`src/rtl/imm_decode_stage.sv`:
```
// Immediate-generation decode stage: combinational RV32I/RV64I immediate
// decode on the input side, followed by a 2-entry (output + skid) buffer
// with a registered in_ready and a saturating illegal-opcode counter.
//
// Handshake: a transfer happens on a rising edge where valid and ready are
// both high; a producer holding valid keeps its payload stable until ready,
// and this stage holds out_* stable while out_valid=1 and out_ready=0.
module imm_decode_stage #(
  parameter int XLEN      = 32,
  parameter int TAG_W     = 8,
  parameter int ILL_CNT_W = 16
) (
  input  logic                 clk,
  input  logic                 rst_n,
  input  logic                 flush,
  input  logic                 in_valid,
  output logic                 in_ready,
  input  logic [31:0]          in_instr,
  input  logic [TAG_W-1:0]     in_tag,
  output logic                 out_valid,
  input  logic                 out_ready,
  output logic [XLEN-1:0]      out_imm,
  output logic [2:0]           out_fmt,
  output logic                 out_illegal,
  output logic [TAG_W-1:0]     out_tag,
  output logic [ILL_CNT_W-1:0] ill_count
);

  localparam logic [2:0] FMT_R   = 3'd0;
  localparam logic [2:0] FMT_I   = 3'd1;
  localparam logic [2:0] FMT_S   = 3'd2;
  localparam logic [2:0] FMT_B   = 3'd3;
  localparam logic [2:0] FMT_U   = 3'd4;
  localparam logic [2:0] FMT_J   = 3'd5;
  localparam logic [2:0] FMT_ILL = 3'd7;

  // Decoded view of the incoming instruction
  logic [31:0]        imm32;
  logic signed [31:0] imm_s;
  logic [XLEN-1:0]    dec_imm;
  logic [2:0]         dec_fmt;
  logic               dec_ill;

  // Output register (OR) and skid register (SK)
  logic               or_valid, sk_valid;
  logic [XLEN-1:0]    or_imm, sk_imm;
  logic [2:0]         or_fmt, sk_fmt;
  logic               or_ill, sk_ill;
  logic [TAG_W-1:0]   or_tag, sk_tag;
  logic               ready_q;

  // Next-state control
  logic in_fire, out_fire, or_take;
  logic or_valid_n, sk_valid_n;
  logic ld_or_sk, ld_or_in, ld_sk;

  // Opcode-driven immediate assembly; every immediate is sign-extended from bit 31
  always_comb begin
    imm32   = '0;
    dec_fmt = FMT_R;
    dec_ill = 1'b0;
    case (in_instr[6:0])
      7'b0000011, 7'b0010011, 7'b1100111, 7'b0001111, 7'b1110011: begin
        imm32   = {{20{in_instr[31]}}, in_instr[31:20]};
        dec_fmt = FMT_I;
      end
      7'b0100011: begin
        imm32   = {{20{in_instr[31]}}, in_instr[31:25], in_instr[11:7]};
        dec_fmt = FMT_S;
      end
      7'b1100011: begin
        imm32   = {{19{in_instr[31]}}, in_instr[31], in_instr[7],
                   in_instr[30:25], in_instr[11:8], 1'b0};
        dec_fmt = FMT_B;
      end
      7'b0110111, 7'b0010111: begin
        imm32   = {in_instr[31:12], 12'b0};
        dec_fmt = FMT_U;
      end
      7'b1101111: begin
        imm32   = {{11{in_instr[31]}}, in_instr[31], in_instr[19:12],
                   in_instr[20], in_instr[30:21], 1'b0};
        dec_fmt = FMT_J;
      end
      7'b0110011: begin
        imm32   = '0;
        dec_fmt = FMT_R;
      end
      default: begin
        imm32   = '0;
        dec_fmt = FMT_ILL;
        dec_ill = 1'b1;
      end
    endcase
  end

  // Widening a signed value sign-extends it for XLEN=64 (identity for 32)
  assign imm_s   = imm32;
  assign dec_imm = XLEN'(imm_s);

  assign in_ready    = ready_q;
  assign in_fire     = in_valid & ready_q;
  assign out_fire    = or_valid & out_ready;
  assign out_valid   = or_valid;
  assign out_imm     = or_imm;
  assign out_fmt     = or_fmt;
  assign out_illegal = or_ill;
  assign out_tag     = or_tag;

  // Buffer steering: OR refills from SK first to keep FIFO order
  always_comb begin
    or_take    = !or_valid || out_fire;
    or_valid_n = or_valid;
    sk_valid_n = sk_valid;
    ld_or_sk   = 1'b0;
    ld_or_in   = 1'b0;
    ld_sk      = 1'b0;
    if (flush) begin
      or_valid_n = 1'b0;
      sk_valid_n = 1'b0;
    end else if (or_take) begin
      if (sk_valid) begin
        ld_or_sk   = 1'b1;
        or_valid_n = 1'b1;
        sk_valid_n = in_fire;
        ld_sk      = in_fire;
      end else if (in_fire) begin
        ld_or_in   = 1'b1;
        or_valid_n = 1'b1;
      end else begin
        or_valid_n = 1'b0;
      end
    end else if (in_fire) begin
      ld_sk      = 1'b1;
      sk_valid_n = 1'b1;
    end
  end

  // Occupancy flags and the registered ready (ready only when SK will be free)
  always_ff @(posedge clk or negedge rst_n) begin
    if (!rst_n) begin
      or_valid <= 1'b0;
      sk_valid <= 1'b0;
      ready_q  <= 1'b0;
    end else begin
      or_valid <= or_valid_n;
      sk_valid <= sk_valid_n;
      ready_q  <= !sk_valid_n;
    end
  end

  // Payload registers; untouched unless loaded so a stalled output stays stable
  always_ff @(posedge clk or negedge rst_n) begin
    if (!rst_n) begin
      or_imm <= '0;
      or_fmt <= '0;
      or_ill <= 1'b0;
      or_tag <= '0;
      sk_imm <= '0;
      sk_fmt <= '0;
      sk_ill <= 1'b0;
      sk_tag <= '0;
    end else begin
      if (ld_or_sk) begin
        or_imm <= sk_imm;
        or_fmt <= sk_fmt;
        or_ill <= sk_ill;
        or_tag <= sk_tag;
      end else if (ld_or_in) begin
        or_imm <= dec_imm;
        or_fmt <= dec_fmt;
        or_ill <= dec_ill;
        or_tag <= in_tag;
      end
      if (ld_sk) begin
        sk_imm <= dec_imm;
        sk_fmt <= dec_fmt;
        sk_ill <= dec_ill;
        sk_tag <= in_tag;
      end
    end
  end

  // Saturating count of accepted illegal instructions; survives flush
  always_ff @(posedge clk or negedge rst_n) begin
    if (!rst_n) begin
      ill_count <= '0;
    end else if (in_fire && dec_ill && !flush && (ill_count != '1)) begin
      ill_count <= ill_count + ILL_CNT_W'(1);
    end
  end

endmodule

```
`config.mk`:
```
export PLATFORM = sky130hd
export DESIGN_NAME = imm_decode_stage
export DESIGN_NICKNAME = d
export VERILOG_FILES = /design/src/rtl/imm_decode_stage.sv
export SDC_FILE = /design/constraint.sdc
export NUM_CORES = 1
export LEC_CHECK = 0
export CAP_MARGIN = 10
export CORE_ASPECT_RATIO = 0.7
export CORE_MARGIN = 5
export CORE_UTILIZATION = 26
export CTS_CLUSTER_SIZE = 10
export DETAILED_ROUTE_END_ITERATION = 16
export PLACE_DENSITY = 0.47
export REMOVE_ABC_BUFFERS = 1
export SLEW_MARGIN = 20
export SYNTH_ARGS = -nofsm -noshare
export SYNTH_HDL_FRONTEND = slang
export SYNTH_SLANG_ARGS = --single-unit
export TNS_END_PERCENT = 1
```
`constraint.sdc`:
```
create_clock -name clk -period 3.41 [get_ports clk]
set_clock_uncertainty 0.2 [all_clocks]
set_input_delay 0.341 -clock clk [delete_from_list [all_inputs] [get_ports clk]]
set_output_delay 0.341 -clock clk [all_outputs]
set_load 0.02 [all_outputs]
```
## After elaboration in Yosys (flattened, before gate mapping)

Cells that the tools add are included.

- Bitwise operators: 2
- Reductions and logical operators: 12
- Muxes and demuxes: 27
- Shift-type cells: 0
- $lt $le $gt $ge: 0
- Divide/modulo/power cells: 0
- Multipliers: 0
- Add/sub/neg operators: 1
- Equal/unequal tests: 12

Operator list:

| cell | number |
|---|---|
| one-hot mux 32 bit (5 select lines) | 1 |
| 2-to-1 mux 32 bit | 2 |
| equality test 7 bit (second input constant) | 4 |
| equality test 7 x 6 -> 1 bit (second input constant) | 3 |
| 2-to-1 mux 1 bit | 19 |
| one-hot mux 3 bit (6 select lines) | 1 |
| adder 16 x 1 -> 16 bit (second input constant) | 1 |
| 2-to-1 mux 8 bit | 2 |
| != test 16 bit (second input constant) | 1 |
| equality test 7 x 5 -> 1 bit (second input constant) | 2 |
| OR reduction 11 bit | 1 |
| equality test 7 x 2 -> 1 bit (second input constant) | 1 |
| equality test 7 x 4 -> 1 bit (second input constant) | 1 |
| 2-to-1 mux 3 bit | 2 |
| OR reduction 5 bit | 1 |
| nonzero test 2 bit | 2 |
| logical AND 1 bit | 3 |
| logical NOT 1 bit | 3 |
| AND 1 bit | 2 |
| OR reduction 2 bit | 1 |
| logical OR 1 bit | 1 |

- Memories: 0
- Bits of input ports: 45
- Output and inout bits: 62
- RAM bits: 0
- Logic and storage cells: 66
- Bits in read-only memories: 0
- Latch bits: 0
- Bits in registers: 107

## Depth between registers and ports, before layout

- Depth in word-level cells: 7
- Gate-level depth with buffers: 7
- Gate-level depth less buffers: 6

## Least setup slack after synthesis

No wires, ideal clock.

- Path type: reg-to-reg
- Start point: reg ill_count[0]
- End point: reg ill_count[1]
- Clock period less this slack: 2.247 ns
- Stages on the path, launching flop included: 8
- Data required time: 3.085 ns
- Path slack: 1.163 ns
- Arrival time: 1.922 ns
- Buffers on the path: 1
- Library setup time: 0.125 ns
- Path through: dfrtp_1 > ha_1 > and3_1 > and3_1 > and4_1 > buf_2 > or2_1 > mux2_4

- Longest elaborated chain between the ends: 2
- Elaborated cells on any way between the ends: 3
- Those cells by class: 1 x add/sub; 1 x eq/ne; 1 x reduce/logical

Ends and longest elaborated chain:

| what | RTL line | text |
|---|---|---|
| start: declaration | 26 | `output logic [ILL_CNT_W-1:0] ill_count` |
| start signal: assignment | 189 | `ill_count <= ill_count + ILL_CNT_W'(1);` |
| branches (longest 2 deep; another with adder 16 x 1 -> 16 bit) | -- |  |

Several ways; the timed one is not identified.
A chain may end at the register's enable or synchronous reset.

## Worst setup path after layout

- Start point: in in_instr[3]
- End point: reg or_imm[23] (netlist: out_imm[23])

- Longest elaborated chain between the ends: 5
- Elaborated cells on any way between the ends: 15
- Those cells by class: 10 x eq/ne; 3 x mux; 2 x reduce/logical

Ends and longest elaborated chain:

| what | RTL line | text |
|---|---|---|
| start: declaration | 18 | `input logic [31:0] in_instr,` |
| equality test 7 x 2 -> 1 bit, or another cell as far along | 62 | `case (in_instr[6:0])` |
| OR reduction 5 bit / OR reduction 2 bit (equally long branches) | 62 |  |
| one-hot mux 32 bit (5 select lines) (*) | 62 |  |
| 2-to-1 mux 32 bit (*) | 169 | `end else if (ld_or_in) begin` |
| 2-to-1 mux 32 bit (*) | 164 | `if (ld_or_sk) begin` |
| end signal: assignment | 165 | `or_imm <= sk_imm;` |
| end signal: assignment | 170 | `or_imm <= dec_imm;` |
| end: declaration | 46 | `logic [XLEN-1:0] or_imm, sk_imm;` |

Every way passes the cells marked *; elsewhere a longest branch is shown, timed or not. The select of a mux whose other input is x is not followed.

==> reports/metrics.yaml <==
outcome:
  status: "complete, no violations"
floorplanning:
  io_pins: 107
  die_area_sq_um: 22000
  initial_core_util_pct: 26.4
  num_rows: 42
  coreArea_sq_um: 18800
  die_x_um: 175
  die_y_um: 126
cts:
  numClockSinks: 107
  hold_buffers: 1
  cts_tree: "built"
  cts_max_path_buffers: 2
  htreeDepth: 3
  clkTransAtPathRegs_ns: 0.08
  root_buffer: "clkbuf_16"
  post_cts_buffers: 0
  cts_inserted_buffers: 9
  clk_latency_ns: 0.35
  cts_resized: 0
detailed_routing:
  first_pass_iters: 4
  drt_iter0_drc: 267
  vias: 4357
  vias_per_cell: 4.95
  wire_per_inst_um: 17.6
  drtAntennaViolNets: 0
  finalWirelength_um: 15500
  drc_errors: 0
logic_synthesis:
  seq_area_frac_synth_pct: 54.0
  synth_common_cells: "nand2_1 (110), dfrtp_1 (107), a21oi_1 (65)"
  synthCells: 536
  synth_edf_count: 0
  async_flop_share_pct: 100
  synthFlopType: "dfrtp_1"
  ys_ff_latch: 107
  synth_area_sq_um: 4960
  ys.warnings.count: 0
  synth_cell_types: 53
  synth.area.top_cells: "dfrtp_1 (54%), nand2_1 (8.3%), a21oi_1 (6.6%)"
  yosys.area.top_type_share_pct: 54.0
  yosys.cell_count.top_type: "nand2_1"
  avgSynthCellArea_sq_um: 9.25
  yosysTopAreaCell: "dfrtp_1"
grt:
  grt_use_total_pct: 14.3
  antenna_found_initial: 0
  grt_pass1_wl_um: 25100
  grt_max_degree: 67
  grt_pass1_vias: 4468
  grt_overflow: 0
timing:
  setup_tns_ns: 0
  finalHoldViolCount: 0
  rsz0062_at_grt: "false"
  setup_viol: 0
  finalCritPeriodShare_pct: 80.7
  slew_headroom_pct: 30.1
  max_clock_freq_mhz: 364
  report.final.slew_viol_count: 0
  fin_crit_ns: 2.75
  worstMarginPinSlew_ns: 1.05
  finalWorstSetupSlack_ns: 0.659
run:
  drv_cap: 0
setup_path:
  cp-end-kind: "flop"
  reg2reg_depth: 6
  required_ns: 3.39
  critPathKind: "input port to flop"
  slowest_delay_ns: 0.84
  startpoint_type: "input port"
  cp_top_family: "compound AO/OA/AOI/OAI gates"
  critPathArrivalTime_ns: 2.73
  crit_top_cell: "a21oi_1"
  rrSetupSlack_ns: 1.07
  slowest_stage: "a21oi_1"
  crit_buf_inv: 2
  startpoint: "in_instr[3]"
  crit_fanout: 12
  reg2reg_to: "ill_count[1]$_DFFE_PN0P_"
  path_cells: "clkdlybuf4s50_1 > buf_4 > a2111oi_0 > a41oi_1 > a21oi_1 > a21oi_1 > a21oi_1"
  r2r_start: "ill_count[0]$_DFFE_PN0P_"
placement:
  place_congestion: 0.916
  placed_area_sq_um: 6340
  dp_slack_ns: 0.367
  dp_hpwl_um: 10500
  port_buffers: 106
power:
  powerDensity_nw_per_um2: 532
  max-vdd-ir-drop_mv: 0.266
  leakagePower_uw: 0.00278
  p_total_uw: 3530
hold_path:
  hp-class: "flop to flop"
  worstHoldStart: "sk_fmt[1]$_DFFE_PN0P_"
  holdPathEnd: "sk_fmt[1]$_DFFE_PN0P_"
  min_path_cells: 2
finish:
  drive_gt1_share_pct: 7.67
  n_antenna_cell: 0
  utilization_pct: 35.2
  area_growth_pct: 33.7
  fin_nets: 681
  fin_area_sq_um: 6630
worst reg2reg max path, stage by stage (launching register included):
cell,delay [ns]
dfrtp_1,0.42
ha_1,0.19
and3_1,0.17
and3_1,0.20
and4_1,0.52
or2_1,0.22
mux2_4,0.31
worst max-delay path by stage:
stage | endpoint | slack, ns | cells after the start
after global routing | out_imm[23]$_DFFE_PN0P_ | 0.40 | 7
final | out_imm[23]$_DFFE_PN0P_ | 0.66 | 7
after CTS | out_imm[27]$_DFFE_PN0P_ | 0.74 | 7
after floorplan | out_imm[30]$_DFFE_PN0P_ | -0.94 | 5
after global placement | out_imm[30]$_DFFE_PN0P_ | 0.45 | 7
after detailed placement | out_imm[30]$_DFFE_PN0P_ | 0.37 | 7
metal layers:
layer  global-route usage [%]  vias up  wire length [um]
li1                         -     2081                 -
met1                     20.8     2110              7770
met2                     21.4      144              6530
met3                     3.62       22               945
met4                     3.32        0               220
met5                        0        -                 0
layout by cell type (no fill, tap or decap), types with 2 or more instances in the layout:
cell type	instances
nor2b_1	3
nor3_2	8
nor3b_1	3
nand3_1	13
nand2b_1	6
o32ai_1	2
and3_1	9
clkbuf_16	9
a2111oi_0	2
nor3b_2	2
o21ai_1	21
o21ai_0	13
nand3b_1	4
nor2_1	33
a32oi_1	2
or2_1	2
a22oi_1	4
a21o_1	3
or3_1	2
dfrtp_1	107
and4_1	2
a21oi_1	65
nor4_2	2
o21a_1	2
nand4_1	4
buf_4	16
and2_1	2
clkinvlp_4	3
nand2_1	110
inv_1	3
o22ai_1	27
buf_12	2
xor2_1	15
a31oi_1	9
clkdlybuf4s50_1	105
registers in the layout, indices dropped and copies added, names as in the netlist:
signal and flops:
ill_count 16, in_ready 1, out_fmt 3, out_illegal 1, out_imm 32, out_tag 8, out_valid 1, sk_fmt 3
sk_ill 1, sk_imm 32, sk_tag 8, sk_valid 1
power by group:
group,switching (uW),internal [uW]
logic,466,417
clock network,494,501
registers,156,1490
total,1120,2410
cell type report:
cell class / count / area, sq um
fillers: 1913 / 12200
flip-flops and latches: 107 / 2680
multi-input cells: 390 / 2140
repair buffers: 124 / 1220
well taps: 242 / 303
clock buffers: 9 / 225
clock inverters: 6 / 51.3
inverters: 3 / 11.3
cells by family after synthesis:
group                      count (synthesis)  synth area share (%)
and+or+nand+nor                          211                  20.4
AOI/OAI and AO/OA                        160                  18.7
DFF                                      107                  54.0
buffers and inverters                     39                  3.30
xor gates and xnor gates                  16                  2.83
muxes                                      2                 0.504
adders and majority gates                  1                 0.252
through the flow:
stage          instances  hold WS (ns)
2_1_floorplan        500        -0.155
3_3_place_gp         865         0.167
3_5_place_dp         865         0.178
4_1_cts              881         0.274
5_1_grt              881         0.288
6_report             881         0.274
(Power assumes the default switching activity.)
